### config.mk
export PLATFORM = sky130hd
export DESIGN_NAME = gpio_ctrl_flat
export DESIGN_NICKNAME = d
export VERILOG_FILES = /design/src/rtl/gpio_ctrl_if.sv /design/src/rtl/gpio_ctrl.sv /design/src/flat_wrapper.sv
export SDC_FILE = /design/constraint.sdc
export NUM_CORES = 1
export LEC_CHECK = 0
export CAP_MARGIN = 25
export CORE_MARGIN = 4
export CORE_UTILIZATION = 36
export DETAILED_ROUTE_END_ITERATION = 10
export GPL_TIMING_DRIVEN = 0
export PLACE_DENSITY = 0.88
export SLEW_MARGIN = 20
export SYNTH_ARGS = -nofsm -noshare
export SYNTH_HDL_FRONTEND = slang
export SYNTH_SLANG_ARGS = --single-unit
### constraint.sdc
create_clock -name clk -period 2.1 [get_ports clk]
set_input_delay 0.21 -clock clk [delete_from_list [all_inputs] [get_ports clk]]
set_output_delay 0.21 -clock clk [all_outputs]
set_load 0.03 [all_outputs]
### src/rtl/gpio_ctrl_if.sv
// Peripheral bus port between the core and gpio_ctrl.
// Single valid/ready request; read data is returned while ready is high.
interface gpio_ctrl_if;
    logic        bus_valid;
    logic        bus_ready;
    logic        bus_we;
    logic [5:0]  bus_addr;
    logic [31:0] bus_wdata;
    logic [31:0] bus_rdata;

    modport master (output bus_valid, bus_we, bus_addr, bus_wdata,
                    input  bus_ready, bus_rdata);
    modport slave  (input  bus_valid, bus_we, bus_addr, bus_wdata,
                    output bus_ready, bus_rdata);
endinterface

### src/rtl/gpio_ctrl.sv
// GPIO output controller: DATA/SET/CLR pin register with an optional per-pin 8-bit PWM dimmer.
// Define GPIO_CTRL_PWM_EN to build MODE/DUTY, the prescaler and pwm_cnt; otherwise gpio is registered DATA.

`ifdef GPIO_CTRL_PWM_EN
module gpio_ctrl_pin (
    input  logic       clk,
    input  logic       rst,
    input  logic       duty_we,
    input  logic [7:0] duty_wdata,
    input  logic       boundary,
    input  logic [7:0] pwm_cnt,
    input  logic       data,
    input  logic       mode,
    output logic [7:0] duty,
    output logic       pin_d
);
    logic [7:0] duty_q, duty_d;
    logic [7:0] shadow_q, shadow_d;

    always_comb begin
        duty_d   = duty_we ? duty_wdata : duty_q;
        // Shadow takes the pre-write value, so a write on the boundary edge waits a full period.
        shadow_d = boundary ? duty_q : shadow_q;
        pin_d    = mode ? (data & (pwm_cnt < shadow_q)) : data;
    end

    always_ff @(posedge clk or posedge rst) begin
        if (rst) begin
            duty_q   <= '0;
            shadow_q <= '0;
        end else begin
            duty_q   <= duty_d;
            shadow_q <= shadow_d;
        end
    end

    assign duty = duty_q;
endmodule
`endif

module gpio_ctrl #(
    parameter int N_GPIO   = 8,
    parameter int PRESCALE = 47
) (
    input  logic              clk,
    input  logic              rst,
    gpio_ctrl_if.slave        bus,
    output logic [N_GPIO-1:0] gpio
);
    typedef enum logic {IDLE = 1'b0, ACK = 1'b1} state_t;

    state_t            state_q, state_d;
    logic              access, wr_en, rd_en, ready;
    logic [3:0]        widx;
    logic [N_GPIO-1:0] wbits;
    logic [N_GPIO-1:0] data_q, data_d;
    logic [N_GPIO-1:0] gpio_q, gpio_d;
    logic [31:0]       rdata_q, rdata_d, rd_val;
    logic              unused_bits;

    assign widx        = bus.bus_addr[5:2];
    assign wbits       = bus.bus_wdata[N_GPIO-1:0];
    assign unused_bits = ^{bus.bus_addr[1:0], bus.bus_wdata[31:8]};

    always_ff @(posedge clk or posedge rst) begin
        if (rst) state_q <= IDLE;
        else     state_q <= state_d;
    end

    always_comb begin
        state_d = state_q;
        case (state_q)
            IDLE:    if (bus.bus_valid) state_d = ACK;
            ACK:     state_d = IDLE;
            default: state_d = IDLE;
        endcase
    end

    // Requests are only sampled in IDLE; valid held through ACK is ignored.
    always_comb begin
        access = (state_q == IDLE) && bus.bus_valid;
        wr_en  = access && bus.bus_we;
        rd_en  = access && !bus.bus_we;
        ready  = (state_q == ACK);
    end

    assign bus.bus_ready = ready;
    assign bus.bus_rdata = rdata_q;

    always_comb begin
        data_d = data_q;
        if (wr_en) begin
            case (widx)
                4'd0:    data_d = wbits;
                4'd1:    data_d = data_q | wbits;
                4'd2:    data_d = data_q & ~wbits;
                default: data_d = data_q;
            endcase
        end
    end

`ifdef GPIO_CTRL_PWM_EN
    localparam int PW = (PRESCALE > 0) ? $clog2(PRESCALE + 1) : 1;

    logic [PW-1:0]           pre_q, pre_d;
    logic [7:0]              cnt_q, cnt_d;
    logic [N_GPIO-1:0]       mode_q, mode_d;
    logic [N_GPIO-1:0]       pin_d;
    logic [N_GPIO-1:0][7:0]  duty;
    logic                    tick, boundary;

    always_comb begin
        tick     = (pre_q == PW'(PRESCALE));
        pre_d    = tick ? '0 : pre_q + PW'(1);
        cnt_d    = tick ? cnt_q + 8'd1 : cnt_q;
        boundary = tick && (cnt_q == 8'hFF);
        mode_d   = (wr_en && widx == 4'd3) ? wbits : mode_q;
    end

    always_ff @(posedge clk or posedge rst) begin
        if (rst) begin
            pre_q  <= '0;
            cnt_q  <= '0;
            mode_q <= '0;
        end else begin
            pre_q  <= pre_d;
            cnt_q  <= cnt_d;
            mode_q <= mode_d;
        end
    end

    for (genvar i = 0; i < N_GPIO; i++) begin : g_pin
        gpio_ctrl_pin u_pin (
            .clk        (clk),
            .rst        (rst),
            .duty_we    (wr_en && widx == 4'(4 + i)),
            .duty_wdata (bus.bus_wdata[7:0]),
            .boundary   (boundary),
            .pwm_cnt    (cnt_q),
            .data       (data_q[i]),
            .mode       (mode_q[i]),
            .duty       (duty[i]),
            .pin_d      (pin_d[i])
        );
    end

    assign gpio_d = pin_d;
`else
    assign gpio_d = data_q;
`endif

    always_comb begin
        rd_val = '0;
        if (widx <= 4'd2) rd_val[N_GPIO-1:0] = data_q;
`ifdef GPIO_CTRL_PWM_EN
        if (widx == 4'd3) rd_val[N_GPIO-1:0] = mode_q;
        for (int i = 0; i < N_GPIO; i++) begin
            if (widx == 4'(4 + i)) rd_val[7:0] = duty[i];
        end
`endif
        rdata_d = rd_en ? rd_val : rdata_q;
    end

    always_ff @(posedge clk or posedge rst) begin
        if (rst) begin
            data_q  <= '0;
            gpio_q  <= '0;
            rdata_q <= '0;
        end else begin
            data_q  <= data_d;
            gpio_q  <= gpio_d;
            rdata_q <= rdata_d;
        end
    end

    assign gpio = gpio_q;
endmodule

### src/flat_wrapper.sv
// flat-port wrapper written by rule: the top's interface ports become plain ports
module gpio_ctrl_flat 
#(
    parameter int N_GPIO   = 8,
    parameter int PRESCALE = 47
)
  (clk, rst, gpio, bus_bus_valid, bus_bus_we, bus_bus_addr, bus_bus_wdata, bus_bus_ready, bus_bus_rdata);
  gpio_ctrl_if bus_i ();
  input  logic clk;
  input  logic rst;
  output logic [N_GPIO-1:0] gpio;
  input wire logic [$bits(bus_i.bus_valid)-1:0] bus_bus_valid;
  input wire logic [$bits(bus_i.bus_we)-1:0] bus_bus_we;
  input wire logic [$bits(bus_i.bus_addr)-1:0] bus_bus_addr;
  input wire logic [$bits(bus_i.bus_wdata)-1:0] bus_bus_wdata;
  output wire logic [$bits(bus_i.bus_ready)-1:0] bus_bus_ready;
  output wire logic [$bits(bus_i.bus_rdata)-1:0] bus_bus_rdata;
  assign bus_i.bus_valid = bus_bus_valid;
  assign bus_i.bus_we = bus_bus_we;
  assign bus_i.bus_addr = bus_bus_addr;
  assign bus_i.bus_wdata = bus_bus_wdata;
  assign bus_bus_ready = bus_i.bus_ready;
  assign bus_bus_rdata = bus_i.bus_rdata;
  gpio_ctrl #(.N_GPIO(N_GPIO), .PRESCALE(PRESCALE)) u_core (.clk(clk), .rst(rst), .bus(bus_i), .gpio(gpio));
endmodule
* Word level (Yosys, flattened, before mapping)
Index checks and enable logic that the tools add are counted.
** Storage, ports and cells
- Bits in latches :: 0
- Bits in read-only memories :: 0
- Memory bits (writable) :: 0
- Output and inout port bits :: 41
- Memories kept :: 0
- Register bits :: 25
- Logic and storage cells :: 22
- Input bits :: 42
** Cells by class
- Reductions and logical operators :: 7
- $mul :: 0
- Equality and inequality tests :: 2
- Add/sub/neg operators :: 0
- Order comparisons :: 1
- Shifts and indexed selects :: 0
- Div/mod/pow operators :: 0
- Mux-type cells :: 4
- Bitwise logic cells :: 4
** Operators with widths (number)
- one-hot mux 8 bit (3 select lines) :: 1
- bitwise AND 8 bit :: 1
- 2-to-1 mux 8 bit :: 1
- NOT 8 bit :: 1
- OR 8 bit :: 1
- == test 4 x 1 -> 1 bit (second input constant) :: 1
- == test 4 x 2 -> 1 bit (second input constant) :: 1
- <= comparator 4 x 2 -> 1 bit (second input constant) :: 1
- zero test 4 bit :: 1
- logical AND 1 bit :: 3
- nonzero test 3 bit :: 1
- one-hot mux 1 bit (2 select lines) :: 1
- AND reduction 2 bit :: 1
- zero test 1 bit :: 1
- 2-to-1 mux 1 bit :: 1
- NOT 1 bit :: 1

* Logic depth before layout (Yosys ltp)
Gate-level depths: netlist of run 1.
- Word-level depth :: 4
- Mapped depth :: 4
- Mapped depth without buffers :: 3

* Least setup slack after synthesis of run 1
No wires, ideal clock.
- Kind :: reg-to-reg
- From :: reg u_core.state_q (netlist: u_core.bus.bus_ready)
- To :: reg u_core.rdata_q[0] (netlist: u_core.bus.bus_rdata[0])
- Required time :: 2033 ps
- Slack :: 477 ps
- Buffers on the path :: 1
- Period minus slack after synthesis :: 1623 ps
- Cell stages (with the launch flop) :: 5
- Arrival :: 1556 ps
- Setup time :: 67 ps
- Cell sequence :: dfrtp_1 > or3b_1 > buf_6 > a2111oi_4 > a22o_1
** Between the ends
- Word-level cells in the longest chain between the ends :: 3
** Ends and longest elaborated chain
- start, declared :: RTL line gpio_ctrl.sv:52 : state_t state_q, state_d;
- start signal, assigned :: RTL line gpio_ctrl.sv:67 : else state_q <= state_d;
- NOT 1 bit :: RTL line gpio_ctrl.sv:81 : access = (state_q == IDLE) && bus.bus_valid;
- logical AND 1 bit :: RTL line gpio_ctrl.sv:81
- logical AND 1 bit :: RTL line gpio_ctrl.sv:83 : rd_en = access && !bus.bus_we;
- end signal, assigned :: RTL line gpio_ctrl.sv:172 : rdata_q <= rdata_d;
- end, declared :: RTL line gpio_ctrl.sv:58 : logic [31:0] rdata_q, rdata_d, rd_val;
Every way passes these cells.
A chain may end at the register's enable or synchronous reset.

* Worst setup path in the final report of run 1
- From :: reg u_core.state_q (netlist: u_core.bus.bus_ready)
- To :: reg u_core.data_q[5]
** Between the ends
- Word-level cells in the longest chain between the ends :: 4
** Ends and longest elaborated chain
- NOT 1 bit :: RTL line gpio_ctrl.sv:81
- logical AND 1 bit :: RTL line gpio_ctrl.sv:81
- logical AND 1 bit :: RTL line gpio_ctrl.sv:82 : wr_en = access && bus.bus_we;
- AND reduction 2 bit (no source line)
- end signal, assigned :: RTL line gpio_ctrl.sv:170 : data_q <= data_d;
- end, declared :: RTL line gpio_ctrl.sv:56 : logic [N_GPIO-1:0] data_q, data_d;
Every way passes these cells.

==> impl_metrics.csv, run 1 <==
group,metric,value,unit
synth,synthTopCellsByCount,"dfrtp_1 (25), buf_4 (24), a22o_1 (16)",
power,power_frac_clock,0.168,
critical_path,cp_max_fo,9,
final_layout,final_area,0.00163,sq mm
grt,grt_max_degree,26,
synth,syn_area,0.00114,sq mm
power,p_sw_frac,0.333,
power,peakVddDrop,0.230,mV
timing,hold_viol_final,0,
clocking,htreeDepth,1,
grt,grt_pass1_wl,3.86,mm
synth,yosysTopAreaCell,"dfrtp_1",
clocking,clk_pin_slew,130,ps
placement,dp_slack,138,ps
synth,ys.warnings.count,0,
final_layout,syn2layout_area_growth,43.5,%
critical_path,ff2ff_path_depth,4,
power,p_sw,0.407,mW
final_layout,antenna_cells,0,
timing,max_freq,584,MHz
die,ios,83,
synth,synth.most_common_cell,"dfrtp_1",
clocking,cts_resized,0,
critical_path,arrival,1960,ps
timing,fin_crit,1710,ps
critical_path,worst_path_max_delay_cell,"nor3b_2",
placement,place_congestion,0.759,
critical_path,cpLargestDelayFamily,"simple AND/OR/NAND/NOR gates",
power,pwr-share-comb,0.333,
timing,grt_setup_unrepaired,"false",
synth,synth_top_flop_cell,"dfrtp_1",
routing,vias_per_cell,4.24,
routing,wirelength,2.33,mm
clocking,root_buffer,"clkbuf_4",
die,fp.coreArea,0.00303,sq mm
die,fp.dieW,64.2,microns
die,rows,20,
critical_path,cp.depth,4,
routing,drc,0,
grt,grt_usage,0.117,
synth,synthArstFlopShare,1.00,
timing,worst_slack,389,ps
synth,synth.distinct_cells,15,
synth,ys_seq_elements,25,
routing,drt_iter0_drc,19,
synth,avgSynthCellArea,12.4,sq um
placement,io_buffer_count,31,
timing,fin_crit_sh,0.815,
routing,ant_nets,0,
synth,syn-instance-count,92,
critical_path,crit_path_start_kind,"flip-flop",
final_layout,drive_above_1_share,0.232,
clocking,hold_buffers,0,
synth,synth_edf_count,0,
timing,tns,0,ps
grt,grt_pass1_vias,838,
critical_path,critPathRequiredTime,2350,ps
routing,vias,826,
clocking,numCtsBuffers,3,
critical_path,critPathCaptureType,"flip-flop",
clocking,cts.sinks,25,
final_layout,fin_util,0.539,
routing,avgRoutedWirePerCell,11.9,microns
grt,antenna_found_initial,0,
power,p_int,0.814,mW
critical_path,worst-path-buf-inv,1,
clocking,insertion_delay,310,ps
synth,seq_area_frac_synth,0.550,
die,start_util,0.376,
power,p_leak,0.796,nW
timing,slew_violations,0,
timing,maxSlewHeadroom,0.619,
timing,tightest_slew,571,ps
outcome,status,"finished, final reports clean",
power,power.total,1.22,mW
timing,skew,2.31,ps
die,dieArea,0.00412,sq mm
power,power_frac_seq,0.499,
die,die_y,64.2,microns
critical_path,crit_chain,"and4bb_2 -> buf_2 -> nor3b_2 -> a22o_1",
placement,dp.final_hpwl,1.84,mm
flow_run,cap_violations,0,
critical_path,crit_type,"reg2reg",
synth,yosys-top-cells-area,"dfrtp_1 (55%), buf_4 (16%), a22o_1 (12%)",
grt,grt-ovfl-total,0,
worst_hold_path,hold_class,"in2async",
placement,dpl_cell_area,0.00159,sq mm
critical_path,critPathMaxStageDelay,510,ps
critical_path,rrSetupSlack,390,ps
power,p_per_area,749,mW/mm^2
timing,setup_viol,0,
clocking,cts_setup_buffers,0,
final_layout,fin_nets,194,
clocking,cts_tree,"yes",
synth,yosys.area.top_type_share,0.550,
routing,dr.pass1.iters,4,
clocking,cts_buffer_depth,2,
-- flip-flops by register name, indices dropped and copies added, names as in the netlist --
register and count:
u_core.bus.bus_rdata 8, u_core.gpio 8, u_core.bus.bus_ready 1, u_core.data_q 8
-- worst paths after layout --
path | startpoint | end
max in group asynchronous | rst | u_core.data_q[5]$_DFFE_PP0P_
worst min-delay path | rst | u_core.data_q[7]$_DFFE_PP0P_
min in group clk | bus_bus_addr[3] | u_core.data_q[6]$_DFFE_PP0P_
worst max-delay path | u_core.bus.bus_ready$_DFF_PP0_ | u_core.data_q[5]$_DFFE_PP0P_
worst min register to register | u_core.data_q[7]$_DFFE_PP0P_ | u_core.gpio[7]$_DFF_PP0_
worst max register to register | u_core.bus.bus_ready$_DFF_PP0_ | u_core.data_q[5]$_DFFE_PP0P_
-- power groups by stage --
stage	Clock (mW)	Combinational [mW]	Sequential (mW)
floorplan	0	0.160	0.708
global placement	0	0.399	0.613
detailed placement	0	0.403	0.618
CTS	0.211	0.404	0.609
global route	0.224	0.426	0.620
finish	0.206	0.407	0.609
-- worst reg2reg max path, delay by kind of cell, from the launching register on --
kind,cells,cell delay [ps]
AOI/OAI and AO/OA,1,240
buffers and inverters,1,180
and+or+nand+nor,2,800
DFF,1,430
-- cells by family (layout without fill, tap and decap cells) --
logic type,after synthesis,after routing,synth area share
other,1,24,0.00330
AOI/OAI and AO/OA,17,17,0.147
and+or+nand+nor,21,21,0.119
DFF,25,25,0.550
buffers and inverters,28,64,0.180
-- final cells by class --
cell class	instances	area, sq um
Buffer	27	201
Clock buffer	3	22.5
Clock inverter	1	5.00
Fill cell	262	1400
Inverter	1	3.75
Multi-Input combinational cell	62	393
Sequential cell	25	626
Tap cell	44	55.1
Timing Repair Buffer	32	325
-- layout by cell type, fill, tap and decap left out, drive strengths merged --
cell | netlist | layout
clkdlybuf4s50 | 0 | 31
buf | 27 | 28
dfrtp | 25 | 25
conb | 1 | 24
a22o | 16 | 16
nand2b | 8 | 8
nand3 | 8 | 8
clkbuf | 0 | 3
and4bb | 1 | 1
nor2 | 1 | 1
nor3b | 1 | 1
or3b | 1 | 1
a2111oi | 1 | 1
and2b | 1 | 1
inv | 1 | 1
clkinv | 0 | 1
-- stage by stage --
step / hold slack (ps) / instances
5_1_grt: 189 / 195
3_5_place_dp: 392 / 190
6_report: 160 / 195
4_1_cts: 408 / 194
2_1_floorplan: 237 / 115
3_3_place_gp: 385 / 190
-- routing by layer --
metal / routed length [microns] / vias to the layer above / GRT usage
met1: 926 / 396 / 0.140
met5: 0 / - / 0
met3: 194 / 2 / 0.0246
li1: - / 388 / -
met2: 1200 / 40 / 0.205
met4: 4 / 0 / 0.0475
(Power assumes the default switching activity.)
==> run 2: changes to the inputs <==
--- a/config.mk
+++ b/config.mk
@@ -7,10 +7,10 @@
 export LEC_CHECK = 0
 export CAP_MARGIN = 25
 export CORE_MARGIN = 4
-export CORE_UTILIZATION = 36
+export CORE_UTILIZATION = 30
 export DETAILED_ROUTE_END_ITERATION = 10
 export GPL_TIMING_DRIVEN = 0
-export PLACE_DENSITY = 0.88
+export PLACE_DENSITY = 0.79
 export SLEW_MARGIN = 20
 export SYNTH_ARGS = -nofsm -noshare
 export SYNTH_HDL_FRONTEND = slang
==> constraint.sdc (replaced) <==
create_clock -name clk -period 1.5 [get_ports clk]
set_input_delay 0.15 -clock clk [delete_from_list [all_inputs] [get_ports clk]]
set_output_delay 0.15 -clock clk [all_outputs]
set_load 0.03 [all_outputs]
==> impl_metrics.csv, run 2 (synthesis gave the netlist of run 1 again) <==
group,metric,value,unit
routing,dr.pass1.iters,4,
critical_path,crit_type,"reg2reg",
clocking,cts_tree,"yes",
critical_path,crit_chain,"or3b_4 -> a2111oi_4 -> buf_4 -> a22o_1",
flow_run,cap_violations,0,
final_layout,fin_util,0.478,
final_layout,fin_cells,208,
placement,dp_slack,-438,ps
grt,grt-ovfl-total,0,
routing,drt_iter0_drc,13,
power,p_sw,0.593,mW
die,die_y,69.6,microns
die,fp.coreArea,0.00366,sq mm
timing,maxSlewHeadroom,0.653,
routing,vias_per_cell,4.04,
critical_path,critPathRequiredTime,1700,ps
timing,tns,0,ps
timing,fin_crit_sh,0.981,
die,ios,83,
final_layout,fillerInstances,363,
timing,skew,7.80,ps
clocking,hold_buffers,0,
routing,wirelength,2.42,mm
placement,dp.final_hpwl,1.82,mm
routing,drc,0,
clocking,insertion_delay,260,ps
die,rows,22,
clocking,cts.sinks,25,
final_layout,drive_above_1_share,0.288,
routing,avgRoutedWirePerCell,11.6,microns
final_layout,syn2layout_area_growth,53.8,%
power,p_leak,0.858,nW
placement,place_congestion,0.702,
final_layout,fin_nets,203,
grt,grt_usage,0.0992,
timing,worst_slack,28.3,ps
clocking,htreeDepth,1,
clocking,clk_pin_slew,90,ps
power,power_frac_clock,0.217,
timing,setup_viol,0,
outcome,status,"finished, final reports clean",
timing,slew_violations,0,
critical_path,worst-path-buf-inv,1,
power,power_frac_seq,0.463,
clocking,numCtsBuffers,3,
routing,vias,840,
power,p_sw_frac,0.323,
power,p_per_area,1050,mW/mm^2
grt,grt_pass1_vias,836,
critical_path,cpLargestDelayFamily,"flip-flops",
timing,fin_crit,1470,ps
timing,hold_viol_final,0,
power,p_int,1.24,mW
critical_path,crit_path_start_kind,"flip-flop",
critical_path,worst_path_max_delay_cell,"dfrtp_2",
worst_hold_path,hold_class,"in2async",
final_layout,ff_latch_area,627,sq um
power,pwr-share-comb,0.319,
die,start_util,0.311,
die,fp.dieW,69.6,microns
critical_path,cp_max_fo,6,
placement,io_buffer_count,31,
timing,grt_setup_unrepaired,"true",
final_layout,antenna_cells,0,
placement,dp.cells,194,
final_layout,final_common_cell,"buf_4",
clocking,cts_buffer_depth,2,
grt,antenna_found_initial,0,
timing,max_freq,679,MHz
routing,ant_nets,0,
critical_path,critPathCaptureType,"flip-flop",
grt,grt_pass1_wl,3.88,mm
grt,grt_max_degree,26,
final_layout,mostFrequentLayoutCells,"buf_4 (35), clkdlybuf4s50_1 (30), conb_1 (24), dfrtp_1 (24), a22o_1 (16)",
power,peakVddDrop,0.342,mV
critical_path,arrival,1680,ps
die,dieArea,0.00484,sq mm
timing,tightest_slew,519,ps
clocking,root_buffer,"clkbuf_8",
critical_path,critPathMaxStageDelay,420,ps
final_layout,multiInputGateArea,405,sq um
-- run 2: final timing paths --
path                                                start                                   to  slack, ps  cells after the start
max reg2reg                u_core.bus.bus_ready$_DFF_PP0_  u_core.bus.bus_rdata[6]$_DFFE_PP0P_         30                      4
min in group clk             u_core.data_q[7]$_DFFE_PP0P_             u_core.gpio[7]$_DFF_PP0_        410                      0
max                        u_core.bus.bus_ready$_DFF_PP0_  u_core.bus.bus_rdata[6]$_DFFE_PP0P_         30                      4
min                                                   rst             u_core.gpio[4]$_DFF_PP0_        150                      2
max in group asynchronous                             rst       u_core.bus.bus_ready$_DFF_PP0_        950                      3
min reg2reg                  u_core.data_q[7]$_DFFE_PP0P_             u_core.gpio[7]$_DFF_PP0_        410                      0
-- run 2: per-stage QoR --
step	hold slack [ps]	total power, mW	area (sq um)
floorplan	177	1.22	1230
global placement	387	1.42	1600
detailed placement	387	1.43	1600
CTS	404	1.84	1700
global route	167	1.93	1750
finish	149	1.84	1750
-- run 2: power groups by stage --
stage,Clock [mW],Sequential (mW),Combinational (mW)
finish,0.399,0.851,0.586
floorplan,0,0.992,0.226
global placement,0,0.860,0.559
detailed placement,0,0.866,0.569
global route,0.444,0.868,0.621
CTS,0.417,0.851,0.576
-- run 2: layout make-up --
class | count | share of cell area
Sequential cell | 25 | 0.358
Timing Repair Buffer | 43 | 0.240
Multi-Input combinational cell | 62 | 0.232
Buffer | 25 | 0.106
Tap cell | 48 | 0.0343
Clock buffer | 3 | 0.0236
Clock inverter | 1 | 0.00429
Inverter | 1 | 0.00215
-- run 2: metal layers --
layer	part of all wire	GRT usage	routed length, microns	vias up
met2	0.52	0.181	1250	42
met5	0	0	0	-
met3	0.089	0.0232	215	2
met1	0.39	0.118	948	384
li1	-	-	-	412
met4	0.0029	0.0195	7	0
-- run 2: what timing repair did --
action,4_1_cts,5_1_grt
setup buffers,7,4
cloned,0,0
pin swaps,3,5
endpoints found under the hold margin,0,0
gates resized for setup,1,2
setup endpoints to repair,16,16
==> run 3: changes to the inputs <==
--- a/config.mk
+++ b/config.mk
@@ -6,7 +6,6 @@
 export NUM_CORES = 1
 export LEC_CHECK = 0
 export CAP_MARGIN = 25
-export CORE_MARGIN = 4
 export CORE_UTILIZATION = 30
 export DETAILED_ROUTE_END_ITERATION = 10
 export GPL_TIMING_DRIVEN = 0
==> constraint.sdc (replaced) <==
create_clock -name clk -period 1.3 [get_ports clk]
set_input_delay 0.13 -clock clk [delete_from_list [all_inputs] [get_ports clk]]
set_output_delay 0.13 -clock clk [all_outputs]
set_load 0.03 [all_outputs]
==> impl_metrics.csv, run 3 (synthesis gave the netlist of run 1 again) <==
group,metric,value,unit
outcome,status,"finished, violations left",
outcome,violations,"negative setup slack",
clocking,hold_buffers,0,
routing,vias_per_cell,3.96,
critical_path,critPathRequiredTime,1510,ps
clocking,clk_pin_slew,80,ps
placement,dp.final_hpwl,1.62,mm
die,die_y,63.6,microns
clocking,cts.sinks,25,
clocking,insertion_delay,270,ps
timing,setup_viol,15,
routing,drt_iter0_drc,32,
routing,dr.pass1.iters,4,
timing,worst_slack,-134,ps
die,fp.dieW,63.6,microns
die,fp.coreArea,0.00366,sq mm
grt,antenna_found_initial,0,
clocking,cts_tree,"yes",
power,peakVddDrop,0.421,mV
critical_path,cp_max_fo,7,
die,rows,22,
final_layout,fin_nets,202,
die,dieArea,0.00404,sq mm
critical_path,critPathCaptureType,"flip-flop",
timing,hold_ws,105,ps
final_layout,mostFrequentLayoutCells,"buf_4 (31), conb_1 (24), dfrtp_1 (24)",
critical_path,crit_type,"reg2reg",
final_layout,fin_cells,207,
critical_path,arrival,1640,ps
critical_path,critPathCapture,"u_core.bus.bus_rdata[3]$_DFFE_PP0P_",
critical_path,crit_path_start_kind,"flip-flop",
grt,grt_pass1_wl,3.73,mm
grt,grt_pass1_vias,795,
clocking,htreeDepth,1,
power,p_leak,0.926,nW
timing,fin_crit_sh,1.10,
clocking,numCtsBuffers,3,
clocking,cts_buffer_depth,2,
critical_path,startpoint,"u_core.bus.bus_ready$_DFF_PP0_",
placement,dp.cells,194,
routing,wirelength,2.27,mm
routing,drc,0,
critical_path,rrSetupSlack,-130,ps
routing,vias,819,
final_layout,drive_above_1_share,0.289,
clocking,root_buffer,"clkbuf_8",
timing,skew,1.07,ps
final_layout,antenna_cells,0,
die,ios,83,
worst_hold_path,hold_class,"in2async",
timing,fin_crit,1430,ps
power,p_per_area,1190,mW/mm^2
routing,ant_nets,0,
final_layout,final_common_cell,"buf_4",
timing,max_freq,697,MHz
grt,grt-ovfl-total,0,
timing,grt_setup_unrepaired,"true",
timing,slew_violations,0,
flow_run,cap_violations,0,
timing,hold_viol_final,0,
critical_path,reg2reg_from,"u_core.bus.bus_ready$_DFF_PP0_",
grt,grt_usage,0.124,
grt,grt_max_degree,26,
final_layout,syn2layout_area_growth,51.8,%
placement,io_buffer_count,31,
routing,avgRoutedWirePerCell,10.9,microns
placement,place_congestion,0.700,
die,start_util,0.311,
critical_path,ff2ff_path_depth,4,
critical_path,r2r_end,"u_core.bus.bus_rdata[3]$_DFFE_PP0P_",
[run 3: changes by cell type in the layout (fill, tap and decap cells not counted), sizes merged]
cell and change:
clkdlybuf4s50 -17, dlygate4sd2 +15, clkbuf +2, buf -1
clkinvlp -1, dlymetal6s2s +1
[run 3: how the worst min path moves through the flow]
stage / start / end / slack [ps]
after global placement: u_core.data_q[0]$_DFFE_PP0P_ / u_core.gpio[0]$_DFF_PP0_ / 390
after CTS: bus_bus_addr[3] / u_core.data_q[7]$_DFFE_PP0P_ / 390
after floorplan: rst / u_core.bus.bus_rdata[0]$_DFFE_PP0P_ / 160
after global routing: rst / u_core.gpio[2]$_DFF_PP0_ / 130
after detailed placement: u_core.data_q[4]$_DFFE_PP0P_ / u_core.gpio[4]$_DFF_PP0_ / 390
final: rst / u_core.gpio[2]$_DFF_PP0_ / 110
[run 3: timing repair]
item | CTS | global route
setup buffers | 8 | 2
hold endpoints to repair | 0 | 0
endpoints found under the setup margin | 33 | 18
gates resized for setup | 18 | 7
pin swaps | 10 | 9
[run 3: metrics by stage]
step | setup slack, ps | utilization | cell area, sq um | total power, mW | setup TNS [ps]
2_1_floorplan | -286 | - | 1240 | 1.41 | -3240
3_5_place_dp | -613 | 0.439 | 1610 | 1.65 | -8370
4_1_cts | -285 | 0.463 | 1700 | 2.06 | -2530
5_1_grt | -221 | 0.472 | 1730 | 2.17 | -2440
3_3_place_gp | -574 | 0.439 | 1610 | 1.64 | -7570
6_report | -134 | 0.472 | 1730 | 2.05 | -1130
[run 3: report_power, final]
group          internal [mW]  switching (mW)
combinational          0.251           0.365
sequential             0.910          0.0682
clock                  0.219           0.236
[run 3: cell type report]
cell class	count	area [sq um]
buffer	25	185
clock buffer	4	45.0
fill	355	1930
inverter	1	3.75
multi-input combinational	62	404
sequential	25	627
tap	48	60.1
timing repair buffer	42	402
[run 3: layer usage]
metal  wire, microns  GRT usage  part of all wire
met5               0          0                 0
met3             124     0.0254             0.055
met2            1110      0.207              0.49
met4              43     0.0597             0.019
met1             987      0.150              0.44
[run 3: critical path: stages (launching register included)]
cell	delay [ps]
dfrtp_2	420
or3b_4	420
a2111oi_4	240
buf_6	180
a22o_1	130
